===== src/rtl/serial_addsub_pkg.sv =====
// Shared definitions for the bit-serial adder/subtractor.
// - DEF_WIDTH   : default operand/result width.
// - ST_*        : FSM state encodings.
// - ovf_ref()   : signed two's-complement overflow from operand and result MSBs.
package serial_addsub_pkg;

  localparam int DEF_WIDTH = 16;

  localparam logic [1:0] ST_IDLE = 2'b00;
  localparam logic [1:0] ST_RUN  = 2'b01;
  localparam logic [1:0] ST_DONE = 2'b10;

  // Add overflows when both operands share a sign the result lacks; subtract overflows
  // when the operand signs differ and the result sign differs from the minuend.
  function automatic logic ovf_ref(input logic a_msb, input logic b_msb, input logic y_msb,
                                   input logic sub);
    logic same_sign;
    same_sign = (a_msb == b_msb);
    if (sub) begin
      return !same_sign && (y_msb != a_msb);
    end
    return same_sign && (y_msb != a_msb);
  endfunction

endpackage


===== src/rtl/fa_fs_bit.sv =====
// Combinational 1-bit full adder / full subtractor cell.
// Ports:
//   x, y  : operand bits (x - y when subtracting)
//   cin   : incoming carry (add) or borrow (sub)
//   sub   : 0 = add, 1 = subtract
//   s     : sum / difference bit
//   cout  : outgoing carry (add) or borrow (sub)
module fa_fs_bit (
  input  logic x,
  input  logic y,
  input  logic cin,
  input  logic sub,
  output logic s,
  output logic cout
);

  logic x_eff;
  logic p;

  // Borrow generate is ~x&y; inverting x lets one carry equation serve both modes.
  assign x_eff = x ^ sub;
  assign p     = x_eff ^ y;
  assign s     = x ^ y ^ cin;
  assign cout  = (x_eff & y) | (cin & p);

endmodule


===== src/rtl/serial_addsub16.sv =====
// Bit-serial adder/subtractor: computes a+b or a-b one bit per clock, LSB first,
// using a single full-adder/subtractor cell.
// Ports:
//   clk, rst : rising-edge clock, synchronous active-high reset
//   start    : request, sampled only when busy=0
//   sub      : 0 = add, 1 = subtract (captured with start)
//   a, b     : operands (captured with start)
//   y        : registered result
//   cout     : final carry (add) or borrow (sub)
//   ovf      : signed overflow
//   busy     : high while computing
//   done     : one-cycle completion pulse; y/cout/ovf valid
module serial_addsub16
  import serial_addsub_pkg::*;
#(
  parameter int WIDTH = DEF_WIDTH,
  parameter int CNT_W = 5
) (
  input  logic             clk,
  input  logic             rst,
  input  logic             start,
  input  logic             sub,
  input  logic [WIDTH-1:0] a,
  input  logic [WIDTH-1:0] b,
  output logic [WIDTH-1:0] y,
  output logic             cout,
  output logic             ovf,
  output logic             busy,
  output logic             done
);

  logic [1:0]       state_q;
  logic [CNT_W-1:0] cnt_q;
  logic [WIDTH-1:0] a_sh_q;
  logic [WIDTH-1:0] b_sh_q;
  // Only WIDTH-1 result bits need storing; the last bit goes straight to y.
  logic [WIDTH-2:0] y_sh_q;
  logic             c_q;
  logic             sub_q;
  logic [WIDTH-1:0] y_q;
  logic             cout_q;
  logic             ovf_q;

  logic             s_bit;
  logic             c_next;
  logic [WIDTH-1:0] y_full;
  logic             last_bit;

  fa_fs_bit u_cell (
    .x    (a_sh_q[0]),
    .y    (b_sh_q[0]),
    .cin  (c_q),
    .sub  (sub_q),
    .s    (s_bit),
    .cout (c_next)
  );

  assign y_full   = {s_bit, y_sh_q};
  assign last_bit = (cnt_q == CNT_W'(WIDTH - 1));

  always_ff @(posedge clk) begin
    if (rst) begin
      state_q <= ST_IDLE;
      cnt_q   <= '0;
      a_sh_q  <= '0;
      b_sh_q  <= '0;
      y_sh_q  <= '0;
      c_q     <= 1'b0;
      sub_q   <= 1'b0;
      y_q     <= '0;
      cout_q  <= 1'b0;
      ovf_q   <= 1'b0;
    end else begin
      case (state_q)
        ST_RUN: begin
          a_sh_q <= a_sh_q >> 1;
          b_sh_q <= b_sh_q >> 1;
          y_sh_q <= y_full[WIDTH-1:1];
          c_q    <= c_next;
          cnt_q  <= cnt_q + 1'b1;
          if (last_bit) begin
            // Operand LSBs are the original MSBs at this point.
            y_q     <= y_full;
            cout_q  <= c_next;
            ovf_q   <= ovf_ref(a_sh_q[0], b_sh_q[0], s_bit, sub_q);
            state_q <= ST_DONE;
          end
        end
        default: begin
          // IDLE and DONE both accept a new request; DONE gives back-to-back issue.
          if (start) begin
            a_sh_q  <= a;
            b_sh_q  <= b;
            sub_q   <= sub;
            c_q     <= 1'b0;
            cnt_q   <= '0;
            state_q <= ST_RUN;
          end else begin
            state_q <= ST_IDLE;
          end
        end
      endcase
    end
  end

  assign y    = y_q;
  assign cout = cout_q;
  assign ovf  = ovf_q;
  assign busy = (state_q == ST_RUN);
  assign done = (state_q == ST_DONE);

endmodule


===== config.mk =====
export PLATFORM = sky130hd
export DESIGN_NAME = serial_addsub16
export DESIGN_NICKNAME = d
export VERILOG_FILES = /design/src/rtl/serial_addsub_pkg.sv /design/src/rtl/fa_fs_bit.sv /design/src/rtl/serial_addsub16.sv
export SDC_FILE = /design/constraint.sdc
export NUM_CORES = 1
export LEC_CHECK = 0
export ABC_AREA = 0
export CAP_MARGIN = 20
export CELL_PAD_IN_SITES_DETAIL_PLACEMENT = 1
export CELL_PAD_IN_SITES_GLOBAL_PLACEMENT = 2
export CORE_UTILIZATION = 32
export CTS_CLUSTER_SIZE = 28
export DETAILED_ROUTE_END_ITERATION = 10
export PLACE_DENSITY = 0.9
export SYNTH_ARGS = -nofsm -noshare
export SYNTH_HDL_FRONTEND = slang
export SYNTH_HIERARCHICAL = 1
export SYNTH_SLANG_ARGS = --single-unit

===== constraint.sdc =====
create_clock -name clk -period 2.2 [get_ports clk]
set_input_delay 0.44 -clock clk [delete_from_list [all_inputs] [get_ports clk]]
set_output_delay 0.44 -clock clk [all_outputs]
set_load 0.05 [all_outputs]

# Yosys cells after proc, flatten, opt, wreduce, memory -nomap -nowiden
# Index checks and enable logic that the tools add are counted.
totals:
  word_cells: 51
  register_bits: 74
  mem_bits_rw: 0
  latch_bits: 0
  memories: 0
  in_bits: 36
  romBits: 0
  out_inout_bits: 20
classes:
  n_mux: 17
  n_shift: 0
  bitwise: 8
  n_reduce_logical: 7
  n_div: 0
  n_addsub: 1
  mul: 0
  eq_ne: 6
  order_cmp: 0
ops:
  columns: ["cell", "count"]
  rows:
  - ["$mux W15", 4]
  - ["$mux W5", 2]
  - ["$mux W1", 9]
  - ["$add A5 B1 Y5 const B", 1]
  - ["$eq A5 B4 Y1 const B", 1]
  - ["$mux W2", 2]
  - ["$reduce_and A2 Y1", 2]
  - ["$xor A1 B1 Y1", 4]
  - ["$and A1 B1 Y1", 2]
  - ["$eq A2 B1 Y1 const B", 1]
  - ["$eq A2 B2 Y1 const B", 1]
  - ["$logic_and A1 B1 Y1", 2]
  - ["$ne A2 B1 Y1 const B", 1]
  - ["$reduce_bool A2 Y1", 1]
  - ["$reduce_or A2 Y1", 1]
  - ["$eq A1 B1 Y1", 1]
  - ["$logic_not A1 Y1", 1]
  - ["$ne A1 B1 Y1", 1]
  - ["$not A1 Y1", 1]
  - ["$or A1 B1 Y1", 1]

# Depth between registers and ports, before layout
depth:
  ltp_word: 6
  mapped_depth: 7
  depth_no_buf: 6

# By module
# Netlist, hierarchy kept.
modules_own_cells:
  columns: ["module", "instances", "area_per_inst_um2", "cells_each", "seq_area_each_um2"]
  rows:
  - ["serial_addsub16", 1, 2902.8, 295, 1481.4]
  - ["fa_fs_bit", 1, 52.6, 4, 0.0]

# Worst setup path after synthesis
# No wires, ideal clock.
synth_timing:
  path_type: "register to register"
  from: "register cnt_q[0]"
  to: "register y_q[10] (netlist: y[10])"
  arrival_time_ns: 1.457
  synth_period_minus_slack_ns: 1.516
  path_buffers: 1
  setup_ns: 0.059
  t_required_ns: 2.141
  path_stages_with_launch: 7
  setup_slack_ns: 0.684
  path_cell_list: "dfxtp_1 -> ha_1 -> and3_1 -> ha_1 -> a21oi_4 -> buf_6 -> a22o_2"
synth_via:
  elab_chain_cells: 2
synth_rtl:
  columns: ["item", "line", "source"]
  rows:
  - ["start: declaration", "serial_addsub16.sv:33", "logic [CNT_W-1:0] cnt_q;"]
  - ["start signal: assignment", "serial_addsub16.sv:80", "cnt_q <= cnt_q + 1'b1;"]
  - ["$eq A5 B4 Y1", "serial_addsub16.sv:59", "assign last_bit = (cnt_q == CNT_W'(WIDTH - 1));"]
  - ["$reduce_and A2 Y1 (no line)", null, null]
  - ["end signal: assignment", "serial_addsub16.sv:83", "y_q <= y_full;"]
  - ["end: declaration", "serial_addsub16.sv:40", "logic [WIDTH-1:0] y_q;"]
# Every way passes these cells.
# A chain may end at the register's enable or synchronous reset.

# Final worst setup path
layout_timing:
  from: "register state_q[1]"
  to: "output done"
layout_via:
  elab_chain_cells: 1
layout_rtl:
  columns: ["item", "line", "source"]
  rows:
  - ["start: declaration", "serial_addsub16.sv:32", "logic [1:0] state_q;"]
  - ["start signal: assignment", "serial_addsub16.sv:63", "state_q <= ST_IDLE;"]
  - ["start signal: assignment", "serial_addsub16.sv:86", "state_q <= ST_DONE;"]
  - ["start signal: assignment", "serial_addsub16.sv:97", "state_q <= ST_RUN;"]
  - ["$eq A2 B2 Y1", "serial_addsub16.sv:110", "assign done = (state_q == ST_DONE);"]
  - ["end: declaration", "serial_addsub16.sv:29", "output logic done"]
# Every way passes these cells.

==> summary.md <==
| Metric | Value |
|---|---|
| Nets | 386 |
| DP HPWL | 4410 um |
| Layout cell share with drive strength beyond 1 | 0.105 |
| CTS root buffer | clkbuf_8 |
| Failing checks | DRC |
| Die area | 9620 um2 |
| CP endpoint kind | output port |
| First-pass iteration count of the detailed router | 7 |
| Synth area leader | dfxtp_1 |
| Avg Cell Area, Syn | 9.88 um2 |
| Crit path buffers/inverters | 1 |
| Routed via count | 2301 |
| Crit path largest cell delay | 0.80 ns |
| Aggregate global-route resource usage | 0.149 |
| Max_slew headroom | 0.451 |
| Leak pwr | 1.47 nW |
| Top delay family on crit path | buffers and inverters |
| Cells along the critical path | nor2b_1 -> clkdlybuf4s50_1 |
| Initial antenna violation count | 0 |
| Synth Warn # | 6 |
| Pins Over Slew Limit | 0 |
| Top-area cell type share of the netlist area | 0.501 |
| Routed wire length | 6840 um |
| Crit path kind | reg2out |
| Largest net degree at the start of global routing | 85 |
| Critical Path Fanout Max | 2 |
| Clk slew on worst S/H paths | 0.08 ns |
| Post-Synthesis Cells | 299 |
| Via/cell ratio | 5.00 |
| Outcome | finished with violations |
| Initial cell density of the core | 0.334 |
| Slew @ Worst Pin | 0.824 ns |
| Num CTS Buffers | 9 |
| Critical-path top delay cell | clkdlybuf4s50_1 |
| TNS Setup | 0 ns |
| First DRT Iteration DRCs | 84 |
| Sw frac | 0.244 |
| Critical Path AT | 1.59 ns |
| Clock power frac | 0.410 |
| CTS tree | built |
| P_int | 2.21 mW |
| Total grt overflow | 0 |
| CTS H-tree lvls | 3 |
| Startpoint types | flip-flop |
| Yosys reg bits | 74 |
| # setup viols final | 0 |
| Clock sink count | 74 |
| Tot Pwr | 2.93 mW |
| Most frequent cells in the layout | dfxtp_1 (74), clkdlybuf4s50_1 (52), nor2_1 (37), nand2_1 (33), mux2i_1 (32) |
| Class of the worst hold path | reg2reg |
| Core ar. | 8850 um2 |
| Tmin final | 2.03 ns |
| Die Span Y | 98.1 um |
| Fmax | 0.493 GHz |
| DP Worst Slack | 0.422 ns |
| Worst skew pair latency | 0.34 ns |
| RSZ-0062 raised after global routing | no |
| Final Core Density | 0.425 |
| Most common cell after layout, fill and taps aside | dfxtp_1 |
| Distinct cell type count after synthesis | 34 |
| WL/cell | 14.9 um |
| Hold buffers post-CTS | 0 |
| Psw | 0.715 mW |
| Post-CTS Resized | 0 |
| GPL Wtd Cong | 0.652 |
| Mapped Area | 2960 um2 |
| Postcts setup bufs | 0 |
| Clk_skew | 0.00869 ns |
| Vias in the first global route | 2336 |
| Top Ports | 56 |
| Comb pwr share | 0.102 |
| Mapped Nets | 338 |
| Site Rows | 34 |
| Seq/Total Area, Yosys | 0.501 |
| CTS max path bufs | 2 |
| Layout area overhead | 27.2% |
| CP Data Required Time | 1.76 ns |
| Final Hold Fails | 0 |
| Die W | 98.1 um |
| P per Cell Area | 779 nW/um2 |
| # diodes | 0 |
| Period utilisation layout | 0.923 |
| VDD IR-drop max | 0.280 mV |
| Routed Antenna Nets | 0 |
| Max_cap viols | 0 |
| Final WS setup | 0.170 ns |
| # port buffers | 55 |
| Sequential power share | 0.489 |
| Global-route wire length before repair | 11400 um |
| Synth area leaders | dfxtp_1 (50%), mux2i_1 (11%), a211oi_1 (7.6%) |
| Fill cells | 1008 |
| DRC Markers | 4 |
==> stage by stage <==
step | area, um2 | std cells | hold slack (ns)
global route | 3760 | 460 | 0.496
floorplan | 2960 | 299 | 0.436
global placement | 3530 | 444 | 0.446
CTS | 3760 | 460 | 0.460
finish | 3760 | 460 | 0.464
detailed placement | 3530 | 444 | 0.458
==> registers in the layout (all words and copies together) (netlist names) <==
register / cells
state_q: 2
y: 16
y_sh_q: 15
c_q: 1
cnt_q: 5
cout: 1
b_sh_q: 16
ovf: 1
sub_q: 1
a_sh_q: 16
==> tightest hold or removal path, cell delays in order, from the launching register on <==
cell and delay [ns]:
dfxtp_1 0.31, nand2_1 0.05, a21oi_1 0.06
==> cells in the mapped netlist <==
library cell,count
a21oi_4,1
a31oi_1,2
nand3_1,3
and2b_1,1
nand4_1,1
o21ai_0,3
a21oi_1,21
buf_4,3
o22ai_1,1
nor2_1,37
ha_1,3
nand2b_4,1
nor3_1,2
and3_1,1
xnor2_1,1
a22o_1,10
dfxtp_1,74
a211oi_1,30
buf_6,5
xor2_1,1
inv_4,1
nand2_1,33
a22o_2,8
nand3b_1,1
nor2_4,1
nand2_2,1
a21o_1,1
clkbuf_1,6
mux2i_1,32
nand2b_1,1
inv_1,2
buf_2,9
xor3_1,1
nor2b_1,1
==> cell type report <==
cell class	count	area, um2	area share
Clock inverter	6	88.8	0.0236
Timing Repair Buffer	60	588	0.156
Clock buffer	10	138	0.0366
Tap cell	108	135	0.0360
Multi-Input combinational cell	199	1310	0.350
Inverter	3	13.8	0.00366
Sequential cell	74	1480	0.394
==> metal layers <==
metal	GRT usage	vias to the layer above	share of wire
met3	0.0258	9	0.036
li1	-	1149	-
met1	0.189	1109	0.48
met2	0.248	34	0.48
met5	0	-	0
met4	0.0653	0	0.012
==> power by group through the flow <==
stage	clock network (mW)	registers, mW	logic, mW
2_1_floorplan	0	1.45	0.203
3_3_place_gp	0	1.46	0.296
3_5_place_dp	0	1.46	0.301
4_1_cts	1.23	1.43	0.304
5_1_grt	1.29	1.44	0.332
6_report	1.20	1.43	0.298
==> cells by family (layout without fill, tap and decap cells) <==
logic type	after synthesis	after routing	share of synthesized area
adder cells (fa/ha/maj)	3	3	0.0127
AO/OA/AOI/OAI	77	77	0.188
AND/OR/NAND/NOR	84	84	0.122
XOR/XNOR	3	3	0.0140
flip-flops	74	74	0.501
multiplexers	32	32	0.108
buffers and inverters	26	79	0.0542
==> final timing paths <==
check	startpoint	cells past startpoint	slack (ns)	end
max	state_q[1]	2	0.17	done
min	y_sh_q[0]	2	0.46	y_sh_q[0]
max reg2reg	cnt_q[0]	5	0.44	y[13]
min reg2reg	y_sh_q[0]	2	0.46	y_sh_q[0]
Power figures use the tool's default switching activity.
